**src/rtl/hdlc_pkg.sv**
```systemverilog
// Shared state type and constants for the HDLC receive path.
package hdlc_pkg;

  typedef enum logic [2:0] {
    IDLE  = 3'd0,
    FLAG  = 3'd1,
    RECV  = 3'd2,
    CHECK = 3'd3,
    DONE  = 3'd4
  } rx_state_t;

  localparam logic [7:0] FLAG_BYTE = 8'h7E;
  localparam int         FCS_BYTES = 2;

endpackage

```
**src/rtl/hdlc_rx_ctrl.sv**
```systemverilog
// HDLC receive frame controller: sequences one frame, qualifies it and holds its status.
// Optional error counter output Rx_ErrCount is built when HDLC_RX_ERRCNT_EN is defined.
module hdlc_rx_ctrl
  import hdlc_pkg::*;
#(
  parameter int MAX_BYTES = 128,
  parameter int MIN_BYTES = 4
) (
  input  logic       Clk,
  input  logic       Rst,
  input  logic       RxEN,
  input  logic       Rx_FlagDetect,
  input  logic       Rx_AbortDetect,
  input  logic       Rx_NewByte,
  input  logic [7:0] Rx_Data,
  input  logic       Rx_FCSen,
  input  logic       Rx_FCSerr,
  input  logic       Rx_Drop,
  output logic       Rx_WrBuff,
  output logic       Rx_StartFCS,
  output logic       Rx_StopFCS,
  output logic       Rx_ValidFrame,
  output logic       Rx_Ready,
  output logic       Rx_EoF,
  output logic [7:0] Rx_FrameSize,
  output logic       Rx_Overflow,
  output logic       Rx_AbortSignal,
  output logic       Rx_FrameError
`ifdef HDLC_RX_ERRCNT_EN
  ,
  output logic [7:0] Rx_ErrCount
`endif
);

  localparam logic [7:0] MAX_CNT = 8'(MAX_BYTES);
  localparam logic [7:0] MIN_CNT = 8'(MIN_BYTES);
  localparam logic [7:0] FCS_CNT = 8'(FCS_BYTES);

  rx_state_t  state_q, state_d;
  logic [7:0] cnt_q, cnt_d;
  logic [7:0] size_q, size_d;
  logic       wr_q, wr_d, start_q, start_d, stop_q, stop_d;
  logic       valid_q, valid_d, eof_q, eof_d, ready_q, ready_d;
  logic       ovf_q, ovf_d, abort_q, abort_d, ferr_q, ferr_d;
  logic       err_evt_s;
  logic       fcs_bad_s;

  // The data byte goes straight to the buffer; the controller only strobes it.
  logic unused_data_s;
  assign unused_data_s = ^Rx_Data;

  assign fcs_bad_s = Rx_FCSen & Rx_FCSerr;

  // Next-state and registered-output decode; priority is RxEN, abort, flag, byte.
  always_comb begin
    state_d   = state_q;
    cnt_d     = cnt_q;
    size_d    = size_q;
    wr_d      = 1'b0;
    start_d   = 1'b0;
    stop_d    = 1'b0;
    eof_d     = 1'b0;
    ready_d   = ready_q;
    ovf_d     = ovf_q;
    abort_d   = abort_q;
    ferr_d    = ferr_q;
    err_evt_s = 1'b0;
    case (state_q)
      IDLE: begin
        if (RxEN && Rx_FlagDetect) state_d = FLAG;
        else                       state_d = IDLE;
      end
      FLAG: begin
        if (!RxEN || Rx_AbortDetect) begin
          state_d = IDLE;
        end else if (Rx_FlagDetect) begin
          state_d = FLAG;
        end else if (Rx_NewByte) begin
          state_d = RECV;
          wr_d    = 1'b1;
          start_d = 1'b1;
          cnt_d   = 8'd1;
          ovf_d   = 1'b0;
          abort_d = 1'b0;
          ferr_d  = 1'b0;
        end else begin
          state_d = FLAG;
        end
      end
      RECV: begin
        if (!RxEN) begin
          state_d = IDLE;
        end else if (Rx_AbortDetect) begin
          state_d   = IDLE;
          abort_d   = 1'b1;
          eof_d     = 1'b1;
          err_evt_s = 1'b1;
        end else if (Rx_FlagDetect) begin
          if (cnt_q < MIN_CNT) begin
            state_d   = FLAG;
            ferr_d    = 1'b1;
            eof_d     = 1'b1;
            err_evt_s = 1'b1;
          end else begin
            state_d = CHECK;
            stop_d  = 1'b1;
          end
        end else if (Rx_NewByte) begin
          // Once the buffer is full, further bytes are dropped and only flagged.
          if (cnt_q < MAX_CNT) begin
            wr_d  = 1'b1;
            cnt_d = cnt_q + 8'd1;
          end else begin
            ovf_d = 1'b1;
          end
        end else begin
          state_d = RECV;
        end
      end
      CHECK: begin
        if (!RxEN) begin
          state_d = IDLE;
        end else if (fcs_bad_s || ovf_q) begin
          state_d   = FLAG;
          ferr_d    = ferr_q | fcs_bad_s;
          eof_d     = 1'b1;
          err_evt_s = 1'b1;
        end else begin
          state_d = DONE;
          ready_d = 1'b1;
          eof_d   = 1'b1;
          if (Rx_FCSen) size_d = cnt_q - FCS_CNT;
          else          size_d = cnt_q;
        end
      end
      DONE: begin
        if (Rx_Drop) begin
          state_d = IDLE;
          ready_d = 1'b0;
          size_d  = 8'd0;
        end else begin
          state_d = DONE;
        end
      end
      default: begin
        state_d = IDLE;
      end
    endcase
    valid_d = (state_d == RECV);
  end

  // State, counter and output registers.
  always_ff @(posedge Clk or negedge Rst) begin
    if (!Rst) begin
      state_q <= IDLE;
      cnt_q   <= 8'd0;
      size_q  <= 8'd0;
      wr_q    <= 1'b0;
      start_q <= 1'b0;
      stop_q  <= 1'b0;
      valid_q <= 1'b0;
      eof_q   <= 1'b0;
      ready_q <= 1'b0;
      ovf_q   <= 1'b0;
      abort_q <= 1'b0;
      ferr_q  <= 1'b0;
    end else begin
      state_q <= state_d;
      cnt_q   <= cnt_d;
      size_q  <= size_d;
      wr_q    <= wr_d;
      start_q <= start_d;
      stop_q  <= stop_d;
      valid_q <= valid_d;
      eof_q   <= eof_d;
      ready_q <= ready_d;
      ovf_q   <= ovf_d;
      abort_q <= abort_d;
      ferr_q  <= ferr_d;
    end
  end

`ifdef HDLC_RX_ERRCNT_EN
  logic [7:0] errcnt_q;

  // Saturating count of frames that ended in error.
  always_ff @(posedge Clk or negedge Rst) begin
    if (!Rst) begin
      errcnt_q <= 8'd0;
    end else if (err_evt_s && (errcnt_q != 8'hFF)) begin
      errcnt_q <= errcnt_q + 8'd1;
    end else begin
      errcnt_q <= errcnt_q;
    end
  end

  assign Rx_ErrCount = errcnt_q;
`else
  logic unused_err_s;
  assign unused_err_s = err_evt_s;
`endif

  assign Rx_WrBuff      = wr_q;
  assign Rx_StartFCS    = start_q;
  assign Rx_StopFCS     = stop_q;
  assign Rx_ValidFrame  = valid_q;
  assign Rx_Ready       = ready_q;
  assign Rx_EoF         = eof_q;
  assign Rx_FrameSize   = size_q;
  assign Rx_Overflow    = ovf_q;
  assign Rx_AbortSignal = abort_q;
  assign Rx_FrameError  = ferr_q;

endmodule

```
**config.mk**
```make
export PLATFORM = sky130hd
export DESIGN_NAME = hdlc_rx_ctrl
export DESIGN_NICKNAME = d
export VERILOG_FILES = /design/src/rtl/hdlc_pkg.sv /design/src/rtl/hdlc_rx_ctrl.sv
export SDC_FILE = /design/constraint.sdc
export NUM_CORES = 1
export LEC_CHECK = 0
export ABC_AREA = 1
export BUFFER_PORTS_ARGS = -buffer_cell sky130_fd_sc_hd__buf_2
export CELL_PAD_IN_SITES_DETAIL_PLACEMENT = 0
export CELL_PAD_IN_SITES_GLOBAL_PLACEMENT = 1
export CORE_UTILIZATION = 44
export CTS_BUF_LIST = sky130_fd_sc_hd__clkbuf_8
export DETAILED_ROUTE_END_ITERATION = 16
export GPL_TIMING_DRIVEN = 0
export HOLD_SLACK_MARGIN = 0.15
export PLACE_DENSITY_LB_ADDON = 0.1
export SETUP_SLACK_MARGIN = 0.4
export SLEW_MARGIN = 10
export SYNTH_ARGS = -nofsm -noshare
export SYNTH_HDL_FRONTEND = slang
export SYNTH_SLANG_ARGS = --single-unit
```
**constraint.sdc**
```tcl
create_clock -name Clk -period 2.26 [get_ports Clk]
set_input_delay 0 -clock Clk [delete_from_list [all_inputs] [get_ports Clk]]
set_output_delay 0 -clock Clk [all_outputs]
set_load 0.02 [all_outputs]
```
==> run_results.csv <==
group,metric,value,unit
setup_path,path_buf_inv,3,
timing,setup_viol_count_final,0,
clock_network,worstSkewPairLatency,0.27,ns
timing,rsz0062_at_grt,"false",
clock_network,cts_tree,"done",
global_routing,grt_overflow,0,
synth,yosysMostFrequentCell,"nand2_1",
timing,fmax,578.9,MHz
placed_design,place_inst,278,
timing,clock_skew,0.002149,ns
clock_network,numCtsBuffers,3,
power_and_ir_drop,combinationalPowerShare,21.5,%
timing,hold_ws,0.1590,ns
power_and_ir_drop,power.total,0.001147,W
die,rows,21,
synth,avgSynthCellArea,7.809,sq um
setup_path,cpMostUsedCell,"inv_2",
clock_network,h-tree-depth,1,
clock_network,clk_pin_slew,0.09,ns
setup_path,path_cells,"inv_2 -> nand3_4 -> inv_2 -> nand2_1 -> nor3_1 -> dlygate4sd3_1",
synth,yosysWarnings,0,
clock_network,cts-root-buf,"clkbuf_8",
power_and_ir_drop,p_switching,0.0003577,W
global_routing,grt_pass1_vias,1272,
placed_design,hpwl,2.573,mm
timing,finalCriticalPeriod,1.727,ns
global_routing,grtUsageMet3,3.832,%
synth,ys_ff_latch,28,
detailed_routing,final_antenna_net_count,0,
setup_path,crit_fanout,7,
placed_design,numPortBuffers,25,
setup_path,crit_arrival,1.94,ns
synth,yosys-top-cells-count,"nand2_1 (51), dfrtp_1 (28), inv_1 (22), nor2_1 (21), nand3_1 (15)",
synth,syn_inst,207,
global_routing,grt_util_met2,29.48,%
setup_path,crit_family,"buffers and inverters",
die,die_area,3921,sq um
run_status,outcome,"complete, no violations",
timing,finalSetupTns,0,ns
power_and_ir_drop,power_frac_seq,52.4,%
global_routing,grt_max_degree,29,
setup_path,crit_path_max_incr_delay,0.58,ns
synth,ys_seq_area_share,43.34,%
setup_path,crit_required,2.47,ns
clock_network,cts.path.max_buffers,2,
global_routing,grt_use_total,19.14,%
die,start_util,47.33,%
global_routing,grt_pass1_wl,5.865,mm
global_routing,grt.busiest_layer,"met2",
synth,yosysTopAreaCell,"dfrtp_1",
clock_network,cts_setup_buffers,0,
timing,tightest_slew,0.6549,ns
final_layout,final_area,1914,sq um
setup_path,crit_slowest_cell,"dlygate4sd3_1",
power_and_ir_drop,clkPwrFrac,26.1,%
setup_path,critPathKind,"flop to flop",
final_layout,layout-drive-gt1-share,23.97,%
synth,synthTopCellsByArea,"dfrtp_1 (43%), nand2_1 (12%), inv_1 (5.1%)",
final_layout,finalNetCount,263,
detailed_routing,totalWireLength,3.351,mm
timing,hold_viol_final,0,
clock_network,cts_sinks,28,
power_and_ir_drop,powerDensity,599.4,nW/um^2
synth,synthesis.area,1617,sq um
hold_path,hold_path.startpoint,"Rx_FCSerr",
power_and_ir_drop,ir_drop,439.2,uV
detailed_routing,vias,1370,
detailed_routing,drt_iter0_markers,63,
synth,syn-num-nets,227,
timing,slew_headroom,56.34,%
hold_path,min_path_type,"primary input to flop",
placed_design,gp_congestion,0.7842,
die,ios,34,
synth,synth_async_sr_flop_share,100.0,%
die,die_h,62.62,um
timing,drv_slew,0,
power_and_ir_drop,intPower,0.0007896,W
setup_path,cp-end-kind,"flop",
detailed_routing,viasPerCell,4.757,
power_and_ir_drop,p_sw_share,31.18,%
run,cap_violations,0,
placed_design,postPlaceCellArea,1799,sq um
die,core_area,3416,sq um
detailed_routing,drc,0,
global_routing,antenna_found_initial,0,
power_and_ir_drop,p_leak,1.047,nW
setup_path,startpoint,"state_q[2]",
setup_path,start_kind,"flop",
final_layout,fillers,331,
die,die_w,62.62,um
detailed_routing,wl_per_cell,11.64,um
synth,synth_edf_count,0,
synth,ys_types,23,
timing,fin_crit_sh,76.43,%
setup_path,r2r-start,"state_q[2]",
synth,synthFlopType,"dfrtp_1",
final_layout,final_cells,288,
final_layout,diodes,0,
synth,synth_top_area_share,43.34,%
global_routing,grt_use_met1,27.95,%
detailed_routing,firstDrtPassIters,4,
final_layout,syn_to_final_growth,18.42,%
[layout make-up]
class,instances,area (sq um),share of cell area [%]
Buffer,1,11.26,0.5882
Tap cell,46,57.56,3.007
Timing Repair Buffer,31,185.2,9.673
Inverter,30,115.1,6.013
Sequential cell,28,700.7,36.60
Multi-Input combinational cell,148,789.5,41.24
Clock buffer,4,55.05,2.876
[worst register-to-register path: cells and delay by family (launching register included)]
kind,cells,cell delay [ns]
DFF,1,0.42
and+or+nand+nor,3,0.37
buffers and inverters,3,0.88
[stage by stage]
stage          util [%]  setup slack, ns
2_1_floorplan         -            1.055
3_3_place_gp      52.67           0.8733
3_5_place_dp      52.67           0.8592
4_1_cts           56.04           0.4960
5_1_grt           56.04           0.4537
6_report          56.04           0.5326
[power groups by stage]
| stage | Clock [W] | Sequential (W) | Combinational, W |
|---|---|---|---|
| after floorplan | 0 | 0.000602 | 0.000171 |
| after global placement | 0 | 0.000607 | 0.000237 |
| after detailed placement | 0 | 0.000610 | 0.000241 |
| after CTS | 0.000312 | 0.000600 | 0.000249 |
| after global routing | 0.000339 | 0.000609 | 0.000285 |
| final | 0.000300 | 0.000601 | 0.000247 |
[routing by layer]
metal | vias up | share of wire [%] | wire length (um)
li1 | 725 | - | -
met1 | 614 | 52 | 1738
met2 | 29 | 44 | 1464
met3 | 2 | 4.1 | 136
met4 | 0 | 0.36 | 12
met5 | - | 0 | 0
[cell families (layout without fill, tap and decap cells)]
logic type	Yosys count	count (layout)	synth area share, %
compound gates	25	25	7.972
xor+xnor	5	5	2.709
simple gates	115	115	35.84
fa+ha+maj	3	3	2.322
buf+inv	31	66	7.817
flops	28	28	43.34
[timing repair]
item                                   in CTS  in global routing
hold buffers                                6                  0
endpoints found under the hold margin      34                  0
gates resized for setup                     0                  1
setup endpoints to repair                   0                  1
[cell usage in the layout (no fill, tap or decap), types with 2 or more instances in the layout]
master / count
nand2_2: 5
nor3_1: 6
nor2_4: 4
nand3_1: 15
nand4_1: 3
buf_2: 25
inv_2: 7
nand2_1: 51
o21ai_0: 11
nand2_4: 5
dlygate4sd3_1: 6
a21oi_1: 7
ha_1: 3
nor2_1: 21
nor2_2: 3
clkinv_2: 2
dfrtp_1: 28
inv_1: 21
clkbuf_8: 4
o21ai_1: 5
xor2_1: 5
[path summary, 6_finish.rpt]
kind                                         to  slack [ns]  cells past startpoint
worst max-delay path                 Rx_StopFCS        0.53                      6
worst min-delay path              Rx_FrameError        0.16                      5
worst max register to register       Rx_StopFCS        0.53                      6
worst min register to register  Rx_FrameSize[3]        0.47                      2
max in group asynchronous              cnt_q[4]        1.55                      2
min in group asynchronous         Rx_FrameError        0.28                      2
No activity file was read; power rests on OpenSTA's default activity.
